<file path="src/rtl/bp_cce_pkg.sv">
// bp_cce_pkg: directory row-reader types, entry layout macros and width helper.
`define DECLARE_BP_CCE_DIR_ENTRY_S(tag_width_mp) \
  typedef struct packed { \
    logic [tag_width_mp-1:0] tag; \
    logic [bp_cce_pkg::bp_coh_bits_gp-1:0] state; \
  } bp_cce_dir_entry_s

`define BP_CCE_DIR_ROW_WIDTH(assoc_mp, tag_width_mp) \
  (2*(assoc_mp)*((tag_width_mp)+bp_cce_pkg::bp_coh_bits_gp))

package bp_cce_pkg;
  localparam int bp_coh_bits_gp = 3;
  typedef enum logic [1:0] {e_IDLE, e_RUN, e_DONE} bp_cce_dir_rd_state_e;
  function automatic int lg(input int x);
    return (x > 1) ? $clog2(x) : 1;
  endfunction
endpackage

</file>
<file path="src/rtl/bsg_counter_clear_up.sv">
// bsg_counter_clear_up: up counter with synchronous clear taking priority over increment.
module bsg_counter_clear_up #(
  parameter int width_p = 1
) (
  input  logic               clk_i,
  input  logic               reset_n_i,
  input  logic               clear_i,
  input  logic               up_i,
  output logic [width_p-1:0] count_o
);
  logic [width_p-1:0] count_q, count_d;
  always_comb count_d = clear_i ? '0 : up_i ? count_q + 1'b1 : count_q;
  always_ff @(posedge clk_i or negedge reset_n_i)
    if (!reset_n_i) count_q <= '0;
    else count_q <= count_d;
  assign count_o = count_q;
endmodule

</file>
<file path="src/rtl/bp_cce_dir_row_reader.sv">
// bp_cce_dir_row_reader: walks every directory row of a set and captures the first LRU hit.
module bp_cce_dir_row_reader
  import bp_cce_pkg::*;
#(
  parameter int num_lce_p          = 4,
  parameter int assoc_p            = 8,
  parameter int sets_p             = 8,
  parameter int tag_width_p        = 8,
  parameter int tag_sets_per_row_p = 2,
  localparam int rows_per_set_lp   = (num_lce_p + 1) / 2,
  localparam int row_width_lp      = `BP_CCE_DIR_ROW_WIDTH(assoc_p, tag_width_p),
  localparam int ram_addr_w_lp     = lg(sets_p * rows_per_set_lp),
  localparam int set_w_lp          = lg(sets_p),
  localparam int lce_w_lp          = lg(num_lce_p),
  localparam int way_w_lp          = lg(assoc_p),
  localparam int row_w_lp          = lg(rows_per_set_lp)
) (
  input  logic                     clk_i,
  input  logic                     reset_n_i,
  input  logic                     rd_v_i,
  output logic                     rd_ready_o,
  input  logic [set_w_lp-1:0]      rd_set_i,
  input  logic [lce_w_lp-1:0]      rd_lce_i,
  input  logic [way_w_lp-1:0]      rd_lru_way_i,
  output logic                     ram_v_o,
  output logic [ram_addr_w_lp-1:0] ram_addr_o,
  input  logic [row_width_lp-1:0]  ram_data_i,
  output logic                     row_v_o,
  output logic [row_width_lp-1:0]  row_o,
  output logic [1:0]               row_tag_v_o,
  output logic [row_w_lp-1:0]      row_num_o,
  output logic [lce_w_lp-1:0]      lce_o,
  output logic [way_w_lp-1:0]      lru_way_o,
  input  logic                     lru_v_i,
  input  logic                     lru_cached_excl_i,
  input  logic [tag_width_p-1:0]   lru_tag_i,
  output logic                     done_o,
  output logic                     lru_found_o,
  output logic                     lru_cached_excl_o,
  output logic [tag_width_p-1:0]   lru_tag_o
);
  if (tag_sets_per_row_p != 2) begin : g_bad_tag_sets
    $error("bp_cce_dir_row_reader: tag_sets_per_row_p must be 2");
  end

  bp_cce_dir_rd_state_e state_q, state_d;
  logic [set_w_lp-1:0]    set_q, set_d;
  logic [lce_w_lp-1:0]    lce_q, lce_d;
  logic [way_w_lp-1:0]    way_q, way_d;
  logic                   done_q, done_d;
  logic                   row_v_q, row_v_d;
  logic [row_w_lp-1:0]    row_num_q, row_num_d;
  logic                   found_q, found_d;
  logic                   excl_q, excl_d;
  logic [tag_width_p-1:0] tag_q, tag_d;
  logic [row_w_lp-1:0]    cnt;
  logic                   accept, last, hit;

  bsg_counter_clear_up #(.width_p(row_w_lp)) row_counter (
    .clk_i    (clk_i),
    .reset_n_i(reset_n_i),
    .clear_i  (accept),
    .up_i     (ram_v_o),
    .count_o  (cnt)
  );

  assign rd_ready_o = state_q == e_IDLE;
  assign ram_v_o    = state_q == e_RUN;
  assign accept     = rd_v_i & rd_ready_o;
  assign last       = cnt == row_w_lp'(rows_per_set_lp - 1);
  assign hit        = row_v_q & lru_v_i & ~found_q;
  assign ram_addr_o = ram_addr_w_lp'(set_q) * ram_addr_w_lp'(rows_per_set_lp) + ram_addr_w_lp'(cnt);

  always_comb begin
    state_d   = accept ? e_RUN : (ram_v_o && last) ? e_DONE : (state_q == e_DONE) ? e_IDLE : state_q;
    done_d    = state_q == e_DONE;
    set_d     = accept ? rd_set_i : set_q;
    lce_d     = accept ? rd_lce_i : lce_q;
    way_d     = accept ? rd_lru_way_i : way_q;
    row_v_d   = ram_v_o;
    row_num_d = cnt;
    found_d   = accept ? 1'b0 : hit ? 1'b1 : found_q;
    excl_d    = accept ? 1'b0 : hit ? lru_cached_excl_i : excl_q;
    tag_d     = accept ? '0 : hit ? lru_tag_i : tag_q;
  end

  always_ff @(posedge clk_i or negedge reset_n_i)
    if (!reset_n_i) begin
      state_q   <= e_IDLE;
      done_q    <= 1'b0;
      set_q     <= '0;
      lce_q     <= '0;
      way_q     <= '0;
      row_v_q   <= 1'b0;
      row_num_q <= '0;
      found_q   <= 1'b0;
      excl_q    <= 1'b0;
      tag_q     <= '0;
    end else begin
      state_q   <= state_d;
      done_q    <= done_d;
      set_q     <= set_d;
      lce_q     <= lce_d;
      way_q     <= way_d;
      row_v_q   <= row_v_d;
      row_num_q <= row_num_d;
      found_q   <= found_d;
      excl_q    <= excl_d;
      tag_q     <= tag_d;
    end

  assign row_tag_v_o       = row_v_q ? {(2 * 32'(row_num_q) + 1) < 32'(num_lce_p), 1'b1} : 2'b00;
  assign row_v_o           = row_v_q;
  assign row_num_o         = row_num_q;
  assign row_o             = ram_data_i;
  assign lce_o             = lce_q;
  assign lru_way_o         = way_q;
  assign done_o            = done_q;
  assign lru_found_o       = found_q;
  assign lru_cached_excl_o = excl_q;
  assign lru_tag_o         = tag_q;
endmodule

</file>
<file path="config.mk">
export PLATFORM = sky130hd
export DESIGN_NAME = bp_cce_dir_row_reader
export DESIGN_NICKNAME = d
export VERILOG_FILES = /design/src/rtl/bp_cce_pkg.sv /design/src/rtl/bsg_counter_clear_up.sv /design/src/rtl/bp_cce_dir_row_reader.sv
export SDC_FILE = /design/constraint.sdc
export NUM_CORES = 1
export LEC_CHECK = 0
export CORE_AREA = 2 2 157 159
export DETAILED_ROUTE_END_ITERATION = 10
export DIE_AREA = 0 0 159 161
export PLACE_DENSITY = 0.42
export SLEW_MARGIN = 20
export SYNTH_ARGS = -nofsm -noshare
export SYNTH_HDL_FRONTEND = slang
export SYNTH_HIERARCHICAL = 1
export SYNTH_SLANG_ARGS = --single-unit
</file>
<file path="constraint.sdc">
create_clock -name clk_i -period 1.7 [get_ports clk_i]
set_clock_uncertainty 0.1 [all_clocks]
set_input_delay 0.425 -clock clk_i [delete_from_list [all_inputs] [get_ports clk_i]]
set_output_delay 0.425 -clock clk_i [all_outputs]
set_load 0.05 [all_outputs]
</file>
==> flow_summary.yaml, run 1 <==
layout:
  final_cells: 444
  layout.filler_cells: 2766
  syn2layout_area_growth_pct: -2.84
  number_of_nets_in_the_finished_design: 318
  layout.cells.most_common: "sky130_fd_sc_hd__buf_12"
  final_layout_size_suffix_gt1_share_pct: 40.8
  final_cell_mix: "sky130_fd_sc_hd__buf_12, sky130_fd_sc_hd__dfrtp_1, sky130_fd_sc_hd__clkdlybuf4s50_1"
  final_core_utilization_pct: 9.29
  insertedDiodeCount: 0
place:
  placed_cells_incl_taps: 440
  finalWeightedCongestion: 0.697
  dp.final_hpwl_um: 5120
  placement.io_buffers: 46
timing:
  max_slew.worst_pin.slew_ns: 0.382
  timing.final.crit_period_ns: 1.61
  hold_viol: 0
  grt_setup_unrepaired: "no"
  fmax_mhz: 623
  final_max_slew_viol_count: 0
  final-setup-viol-count: 0
  setup_tns_ns: 0
  maxSlewHeadroom_pct: 74.5
  layout_worst_path_cycle_share_pct: 94.4
synthesis:
  ys_seq_area_share_pct: 26.2
  post_synth.cell_area_avg_um2: 9.35
  yosys.area_share.adder_pct: 0
  synthXorXnorAreaFrac_pct: 0.382
  proportion_of_netlist_area_held_by_the_largest_area_contributor_pct: 58.7
  synth_compound_area_share_pct: 0.983
  synth_nets: 442
  synthesis.instances: 245
  synth.ff_latch_count: 24
  yosysUniqueCellTypes: 15
  yosys.area.top_type: "sky130_fd_sc_hd__buf_4"
  synthMuxAreaShare_pct: 9.18
  synth-simple-area-share_pct: 3.22
  combinational_family_with_the_most_area_after_synthesis: "buffers and inverters"
  netlist_top_cells_area: "sky130_fd_sc_hd__buf_4, sky130_fd_sc_hd__dfrtp_1, sky130_fd_sc_hd__mux2_4"
  synth.yosys.warnings: 6
  synth.cell_area_mm2: 0.00229
power:
  vdd.ir_drop.worst_mv: 0.578
  clkPwrFrac_pct: 15.3
  leakage_uw: 0.000899
  pwr-share-seq_pct: 24.1
  total_switching_power_uw: 1910
  sw_frac_of_total_pct: 41.3
  power_frac_comb_pct: 60.6
  p_int_uw: 2720
  powerDensity_mw_per_mm2: 2080
  design_power_total_uw: 4630
worst_setup_path:
  setup.worst_path.end_class: "primary output"
  crit_type: "flip-flop to primary output"
  critical_path_required_ns: 1.17
  start_kind: "flip-flop"
  path_max_fanout: 5
  cp.arrival_ns: 1.08
clock_network:
  ctsLongestPathBuffers: 2
  postCtsHoldBufs: 0
  clock-sinks: 24
  source_to_sink_clock_delay_at_the_later_pin_of_the_worst_skew_pair_ns: 0.27
  cts.root.buffer_cell: "sky130_fd_sc_hd__clkbuf_16"
  h-tree-depth: 1
  cts-buffers-inserted: 3
  reg_clk_slew_reported_paths_ns: 0.07
  tritoncts: "done"
route:
  wire_per_inst_um: 14.2
  postRouteAntennaNets: 0
  drt_pre_antenna_iters: 4
  detail_route.vias_per_cell: 2.13
  detail_route.iter0.violations: 41
  route.detailed.drc: 0
  wl_um: 6290
  vias: 947
global_route:
  antenna_violations_before_repair: 0
  grt_first_pass_wirelength_um: 8210
  globalRouteTotalUtil_pct: 4.75
  grt_overflow_total: 0
  grt_start_max_net_pins: 25
  first_global_vias: 1131
floorplan:
  row_count: 57
  io-pin-count: 399
  floorplan.die.width_um: 159
  die_h_um: 161
  die_area_mm2: 0.0256
  core_ar_mm2: 0.0240
  initial_core_utilization_pct: 9.56
worst_hold_path:
  tightest_hold_check_type: "input port to asynchronous set/reset pin"
job:
  cap_violations: 0
outcome:
  status: "completed"
cell type report:
class,instances,area [um^2],share of cell area [%]
multi-input cells,38,318,14.3
clock inverters,1,30.0,1.35
repair buffers,53,793,35.6
flip-flops and latches,24,601,27.0
inverters,1,3.75,0.169
clock buffers,3,75.1,3.37
well taps,324,405,18.2
power groups by stage:
stage	Combinational (uW)	Sequential, uW	Clock (uW)
after floorplan	1840	1720	0
after global placement	2830	1130	0
after detailed placement	2850	1130	0
after CTS	2850	1120	758
after global routing	2930	1160	781
final	2810	1120	708
worst paths after layout:
check | startpoint | end | slack [ns] | cells after the start
worst min register to register | state_q[0] | done_o | 0.40 | 1
worst min-delay path | reset_n_i | lru_tag_o[4] | 0.06 | 2
min in group clk_i | state_q[0] | done_o | 0.40 | 1
worst max register to register | state_q[1] | lce_o[1] | 0.20 | 4
worst max-delay path | state_q[0] | ram_v_o | 0.09 | 2
max in group asynchronous | reset_n_i | lce_o[0] | 1.16 | 2
sequential cells by signal, indices dropped and copies added (netlist names):
signal / flops
lru_tag_o: 8
state_q: 2
row_counter/count_o: 1
set_q: 3
row_v_o: 1
row_num_o: 1
lce_o: 2
done_o: 1
lru_way_o: 3
lru_cached_excl_o: 1
lru_found_o: 1
cell usage after synthesis:
master and number:
sky130_fd_sc_hd__a21oi_1 3, sky130_fd_sc_hd__and2_4 1, sky130_fd_sc_hd__buf_4 179, sky130_fd_sc_hd__buf_6 2, sky130_fd_sc_hd__clkbuf_2 1, sky130_fd_sc_hd__dfrtp_1 24, sky130_fd_sc_hd__inv_1 1, sky130_fd_sc_hd__mux2_4 8
sky130_fd_sc_hd__mux2i_1 9, sky130_fd_sc_hd__nand3b_1 1, sky130_fd_sc_hd__nor2_1 12, sky130_fd_sc_hd__nor2_2 1, sky130_fd_sc_hd__nor2b_1 1, sky130_fd_sc_hd__o21a_1 1, sky130_fd_sc_hd__xnor2_1 1
repair_timing:
| action | CTS | global route |
|---|---|---|
| gates resized for setup | 0 | 1 |
| endpoints found under the setup margin | 0 | 1 |
| buffers inserted | 0 | 0 |
routing by layer:
layer / part of all wire, % / global-route usage [%] / up-vias / wire [um]
met5: 0 / 0 / - / 0
met4: 13 / 6.24 / 0 / 790
met3: 21 / 4.44 / 92 / 1320
met2: 46 / 7.21 / 165 / 2860
met1: 21 / 2.80 / 363 / 1320
li1: - / - / 327 / -
logic make-up (layout without fill, tap and decap cells):
group / count (synthesis) / after routing
flip-flops: 24 / 24
AND/OR/NAND/NOR: 16 / 16
multiplexers: 17 / 17
XOR/XNOR: 1 / 1
buffers and inverters: 183 / 58
AO/OA/AOI/OAI: 4 / 4
through the flow:
step	area (um^2)	worst slack, ns	hold slack, ns
global route	2230	0.0173	0.0788
floorplan	2290	-0.0626	0.0294
CTS	2220	0.00200	0.0681
finish	2230	0.0948	0.0611
global placement	2120	-0.0700	0.366
detailed placement	2120	-0.0767	0.365
worst max-delay path: stages (launching register included):
cell                      delay, ns
sky130_fd_sc_hd__dfrtp_1       0.41
sky130_fd_sc_hd__nor2b_2       0.24
sky130_fd_sc_hd__buf_12        0.16
No activity file was read; power rests on OpenSTA's default activity.
==> run 2: changes to the inputs <==
--- a/config.mk
+++ b/config.mk
@@ -7,6 +7,6 @@
 export LEC_CHECK = 0
-export CORE_AREA = 2 2 157 159
+export CORE_AREA = 2 2 155 157
 export DETAILED_ROUTE_END_ITERATION = 10
-export DIE_AREA = 0 0 159 161
-export PLACE_DENSITY = 0.42
+export DIE_AREA = 0 0 157 159
+export PLACE_DENSITY = 0.45
 export SLEW_MARGIN = 20
==> constraint.sdc (replaced) <==
create_clock -name clk_i -period 1.39 [get_ports clk_i]
set_clock_uncertainty 0.1 [all_clocks]
set_input_delay 0.278 -clock clk_i [delete_from_list [all_inputs] [get_ports clk_i]]
set_output_delay 0.278 -clock clk_i [all_outputs]
set_load 0.05 [all_outputs]
==> run 2 against run 1 <==
  * The run now ends with negative setup slack left
  * Power is 22% higher
  * Flip-flop and latch count did not move
  * Worst setup slack lost 0.19 ns
  * Highest routed layer is now met5
==> flow_summary.yaml, run 2 (synthesis results as in run 1) <==
clock_network:
  source_to_sink_clock_delay_at_the_later_pin_of_the_worst_skew_pair_ns: 0.26
  clock-sinks: 24
  reg_clk_slew_reported_paths_ns: 0.07
  cts-buffers-inserted: 3
  h-tree-depth: 1
  ctsLongestPathBuffers: 2
  cts.root.buffer_cell: "sky130_fd_sc_hd__clkbuf_16"
  tritoncts: "done"
timing:
  timing.final.crit_period_ns: 1.48
  maxSlewHeadroom_pct: 80.2
  final_max_slew_viol_count: 0
  layout_setup_ws_ns: -0.0949
  fmax_mhz: 673
  worst_hold_slack_ns: 0.261
  grt_setup_unrepaired: "yes"
  final-setup-viol-count: 10
  max_slew.worst_pin.slew_ns: 0.297
  layout_worst_path_cycle_share_pct: 107
  hold_viol: 0
job:
  cap_violations: 0
route:
  route.detailed.drc: 0
  wire_per_inst_um: 14.5
  vias: 997
  detail_route.vias_per_cell: 2.25
  wl_um: 6430
  detail_route.iter0.violations: 24
  drt_pre_antenna_iters: 2
  postRouteAntennaNets: 0
layout:
  final_cell_mix: "sky130_fd_sc_hd__buf_12, sky130_fd_sc_hd__dfrtp_1, sky130_fd_sc_hd__clkdlybuf4s50_1"
  number_of_nets_in_the_finished_design: 322
  syn2layout_area_growth_pct: -1.64
  final_layout_size_suffix_gt1_share_pct: 44.4
  insertedDiodeCount: 0
  final_cells: 443
  largest_reg_flops: 8
  layout.cells.most_common: "sky130_fd_sc_hd__buf_12"
worst_setup_path:
  crit_type: "flip-flop to primary output"
  start_kind: "flip-flop"
  regToRegSetupSlack_ns: -0.03
  path_max_fanout: 2
  setup.worst_path.end_class: "primary output"
  critical_path_required_ns: 1.01
  cp.arrival_ns: 1.11
floorplan:
  io-pin-count: 399
  floorplan.die.width_um: 157
  die_h_um: 159
  row_count: 56
  initial_core_utilization_pct: 9.88
  core_ar_mm2: 0.0232
  die_area_mm2: 0.0250
outcome:
  failed_checks: "negative setup slack"
  status: "finished, violations left"
global_route:
  first_global_vias: 1129
  grt_first_pass_wirelength_um: 8360
  globalRouteTotalUtil_pct: 4.91
  grt_start_max_net_pins: 25
  antenna_violations_before_repair: 1
  grt_overflow_total: 0
place:
  placed_cells_incl_taps: 437
  dp_slack_ns: -0.252
  dp.final_hpwl_um: 5450
  finalWeightedCongestion: 0.604
  placement.io_buffers: 46
power:
  powerDensity_mw_per_mm2: 2510
  vdd.ir_drop.worst_mv: 0.662
  leakage_uw: 0.000900
worst_hold_path:
  tightest_hold_check_type: "input port to asynchronous set/reset pin"
-- run 2: metal layers --
layer / up-vias / GRT usage [%] / share of wire, %
met4: 2 / 5.75 / 11
li1: 334 / - / -
met5: - / 0 / 0.16
met1: 390 / 3.01 / 21
met2: 188 / 7.18 / 43
met3: 83 / 5.04 / 24
-- run 2: power breakdown --
part | internal, uW | total (uW) | leakage [uW] | switching [uW]
clock | 441 | 704 | 0.0000442 | 264
sequential | 1010 | 1400 | 0.000295 | 389
combinational | 1840 | 3550 | 0.000561 | 1710
total | 3290 | 5650 | 0.000900 | 2360
-- run 2: final timing paths --
path	start	cells past startpoint	to
hold / removal	reset_n_i	2	done_o
hold reg to reg	row_counter/count_o	0	row_num_o
min in group clk_i	ram_data_i[124]	0	row_o[124]
max in group asynchronous	reset_n_i	2	lru_found_o
setup reg to reg	state_q[0]	3	lru_way_o[1]
setup / recovery	state_q[1]	3	ram_v_o
-- run 2: critical path, stage by stage, from the launching register on --
cell	delay [ns]
sky130_fd_sc_hd__dfrtp_1	0.42
sky130_fd_sc_hd__buf_6	0.14
sky130_fd_sc_hd__nor2b_4	0.14
sky130_fd_sc_hd__buf_12	0.15
-- run 2: final cells by class --
cell class	count	area [um^2]
Multi-Input combinational cell	38	332
Clock buffer	4	88.8
Tap cell	319	399
Inverter	1	3.75
Sequential cell	24	603
Timing Repair Buffer	57	827
Fill cell	2650	20900
-- run 2: what timing repair did --
action | CTS | global route
gates resized for setup | 2 | 3
setup endpoints to repair | 13 | 19
hold buffers | 0 | 0
pin swaps | 1 | 0
setup buffers | 3 | 0
-- run 2: stage by stage --
step                      cell area (um^2)  power, uW  TNS, ns  utilization, %
final                                 2250       5650   -0.372            9.72
after global routing                  2250       5910   -0.778            9.72
after CTS                             2240       5730   -0.406            9.67
after detailed placement              2130       4930    -3.78            9.18
after global placement                2130       4880    -3.48            9.18
after floorplan                       2300       4410    -2.15               -
==> run 3: changes to the inputs <==
- CORE_AREA: 2 2 155 157 -> 2 2 156 158
- DIE_AREA: 0 0 157 159 -> 0 0 158 160
- DONT_BUFFER_PORTS: default -> 1
- PLACE_DENSITY: 0.45 -> 0.3
==> run 3 against run 2 <==
  * The flow still finishes with violations (negative setup slack)
  * Register-to-register slack lost 0.02 ns
  * Sequential power grew 9%
  * Via count shrank 16%
  * First-iteration DRC count grew 63%
  * Sequential share of layout area grew 7.6 points
  * Flip-flop and latch count is the same
  * Design area shrank 22%
  * Global-route usage shrank 0.72 points
  * Die area grew 1.3%
  * Worst hold slack lost 0.20 ns
  * Critical path depth is the same
  * Clock power is essentially flat
  * Critical endpoint unchanged
  * Largest power group unchanged
==> flow_summary.yaml, run 3 (synthesis results as in run 1) <==
outcome:
  status: "finished, violations left"
  failed_checks: "negative setup slack"
layout:
  final_cells: 423
  layout.filler_cells: 2801
  final_cell_mix: "sky130_fd_sc_hd__dfrtp_1, sky130_fd_sc_hd__buf_4, sky130_fd_sc_hd__nor2_1"
  final_layout_size_suffix_gt1_share_pct: 48.5
  insertedDiodeCount: 0
  final_core_utilization_pct: 7.36
  syn2layout_area_growth_pct: -23.5
  number_of_nets_in_the_finished_design: 297
  multi_input_comb_area_um2: 328
  largest_reg_flops: 8
  postLayoutCellArea_mm2: 0.00175
  layout.cells.most_common: "sky130_fd_sc_hd__dfrtp_1"
  ff_latch_area_um2: 603
global_route:
  grt_overflow_total: 0
  globalRouteTotalUtil_pct: 4.18
  antenna_violations_before_repair: 0
  grt_first_pass_wirelength_um: 7130
  grt_start_max_net_pins: 25
  first_global_vias: 911
floorplan:
  floorplan.die.width_um: 158
  io-pin-count: 399
  die_area_mm2: 0.0253
  die_h_um: 160
  core_ar_mm2: 0.0238
  row_count: 57
  initial_core_utilization_pct: 9.62
place:
  placedInstanceArea_mm2: 0.00155
  finalWeightedCongestion: 0.613
  dp_slack_ns: 0.0293
  placement.io_buffers: 0
  placed_cells_incl_taps: 409
  dp.final_hpwl_um: 4820
worst_setup_path:
  start_kind: "flip-flop"
  cp.arrival_ns: 1.08
  critical_path_required_ns: 1.01
  path_max_fanout: 3
  crit_type: "flip-flop to primary output"
  setup.worst_path.end_class: "primary output"
route:
  wire_per_inst_um: 13.7
  postRouteAntennaNets: 0
  detail_route.vias_per_cell: 1.97
  vias: 833
  wl_um: 5790
  drt_pre_antenna_iters: 2
  route.detailed.drc: 0
  detail_route.iter0.violations: 39
power:
  vdd.ir_drop.worst_mv: 0.545
  leakage_uw: 0.000719
  design_power_total_uw: 4600
  powerDensity_mw_per_mm2: 2620
clock_network:
  ctsLongestPathBuffers: 2
  tritoncts: "done"
  h-tree-depth: 1
  cts-buffers-inserted: 3
  cts.root.buffer_cell: "sky130_fd_sc_hd__clkbuf_16"
  clock-sinks: 24
  source_to_sink_clock_delay_at_the_later_pin_of_the_worst_skew_pair_ns: 0.26
  reg_clk_slew_reported_paths_ns: 0.06
timing:
  fmax_mhz: 687
  final_max_slew_viol_count: 0
  timing.final.crit_period_ns: 1.46
  maxSlewHeadroom_pct: 67.9
  hold_viol: 0
  grt_setup_unrepaired: "yes"
  max_slew.worst_pin.slew_ns: 0.481
  layout_worst_path_cycle_share_pct: 105
  final-setup-viol-count: 9
  layout_setup_ws_ns: -0.0660
job:
  cap_violations: 0
worst_hold_path:
  tightest_hold_check_type: "input port to flip-flop"
-- run 3: changes by cell type in the layout (fill, tap and decap cells not counted) --
cell / delta
sky130_fd_sc_hd__buf_12: -22
sky130_fd_sc_hd__clkdlybuf4s50_1: -20
sky130_fd_sc_hd__buf_4: +14
sky130_fd_sc_hd__buf_6: +2
sky130_fd_sc_hd__dlygate4sd3_1: +1
sky130_fd_sc_hd__mux2i_1: +1
sky130_fd_sc_hd__mux2i_2: -1
-- run 3: path summary, 6_finish.rpt --
check | from | to | slack [ns] | cells past startpoint
setup / recovery | state_q[1] | ram_v_o | -0.07 | 3
hold / removal | rd_lru_way_i[1] | lru_way_o[1] | 0.06 | 1
setup reg to reg | state_q[0] | set_q[1] | -0.05 | 5
hold reg to reg | lru_way_o[2] | lru_way_o[2] | 0.41 | 1
max in group asynchronous | reset_n_i | row_v_o | 0.67 | 2
min in group asynchronous | reset_n_i | lce_o[0] | 0.36 | 2
-- run 3: cell type report --
class	count	share of cell area (%)
timing repair buffer	32	18.5
inverter	1	0.214
tap	324	23.1
multi-input combinational	38	18.7
clock buffer	4	5.07
sequential	24	34.4
-- run 3: what timing repair did --
| action | 4_1_cts | 5_1_grt |
|---|---|---|
| gates resized for setup | 3 | 3 |
| hold endpoints to repair | 24 | 0 |
| pin swaps | 0 | 0 |
| setup buffers | 6 | 2 |
| hold buffers | 2 | 0 |
| setup endpoints to repair | 2 | 10 |
-- run 3: critical path, stage by stage (launching register included) --
cell	delay (ns)
sky130_fd_sc_hd__dfrtp_1	0.40
sky130_fd_sc_hd__buf_6	0.13
sky130_fd_sc_hd__nor2b_4	0.13
sky130_fd_sc_hd__buf_12	0.15
-- run 3: per-stage QoR --
step                      setup TNS, ns  hold slack (ns)
final                            -0.376           0.0594
after floorplan                   -2.15           -0.118
after detailed placement              0           -0.117
after CTS                        -0.639           0.0502
after global routing              -1.25           0.0480
after global placement                0           -0.117
-- run 3: layer usage --
metal  routed length, um  GRT usage [%]  up-vias  part of all wire (%)
li1                    -              -      286                     -
met1                1010           1.97      340                    17
met2                2970           7.69      136                    51
met3                1210           3.20       71                    21
met4                 597           4.75        0                    10
met5                   0              0        -                     0
-- run 3: where the power goes --
group	internal, uW	switching (uW)	total, uW
Clock	441	264	704
Combinational	994	1370	2370
Sequential	1010	520	1530
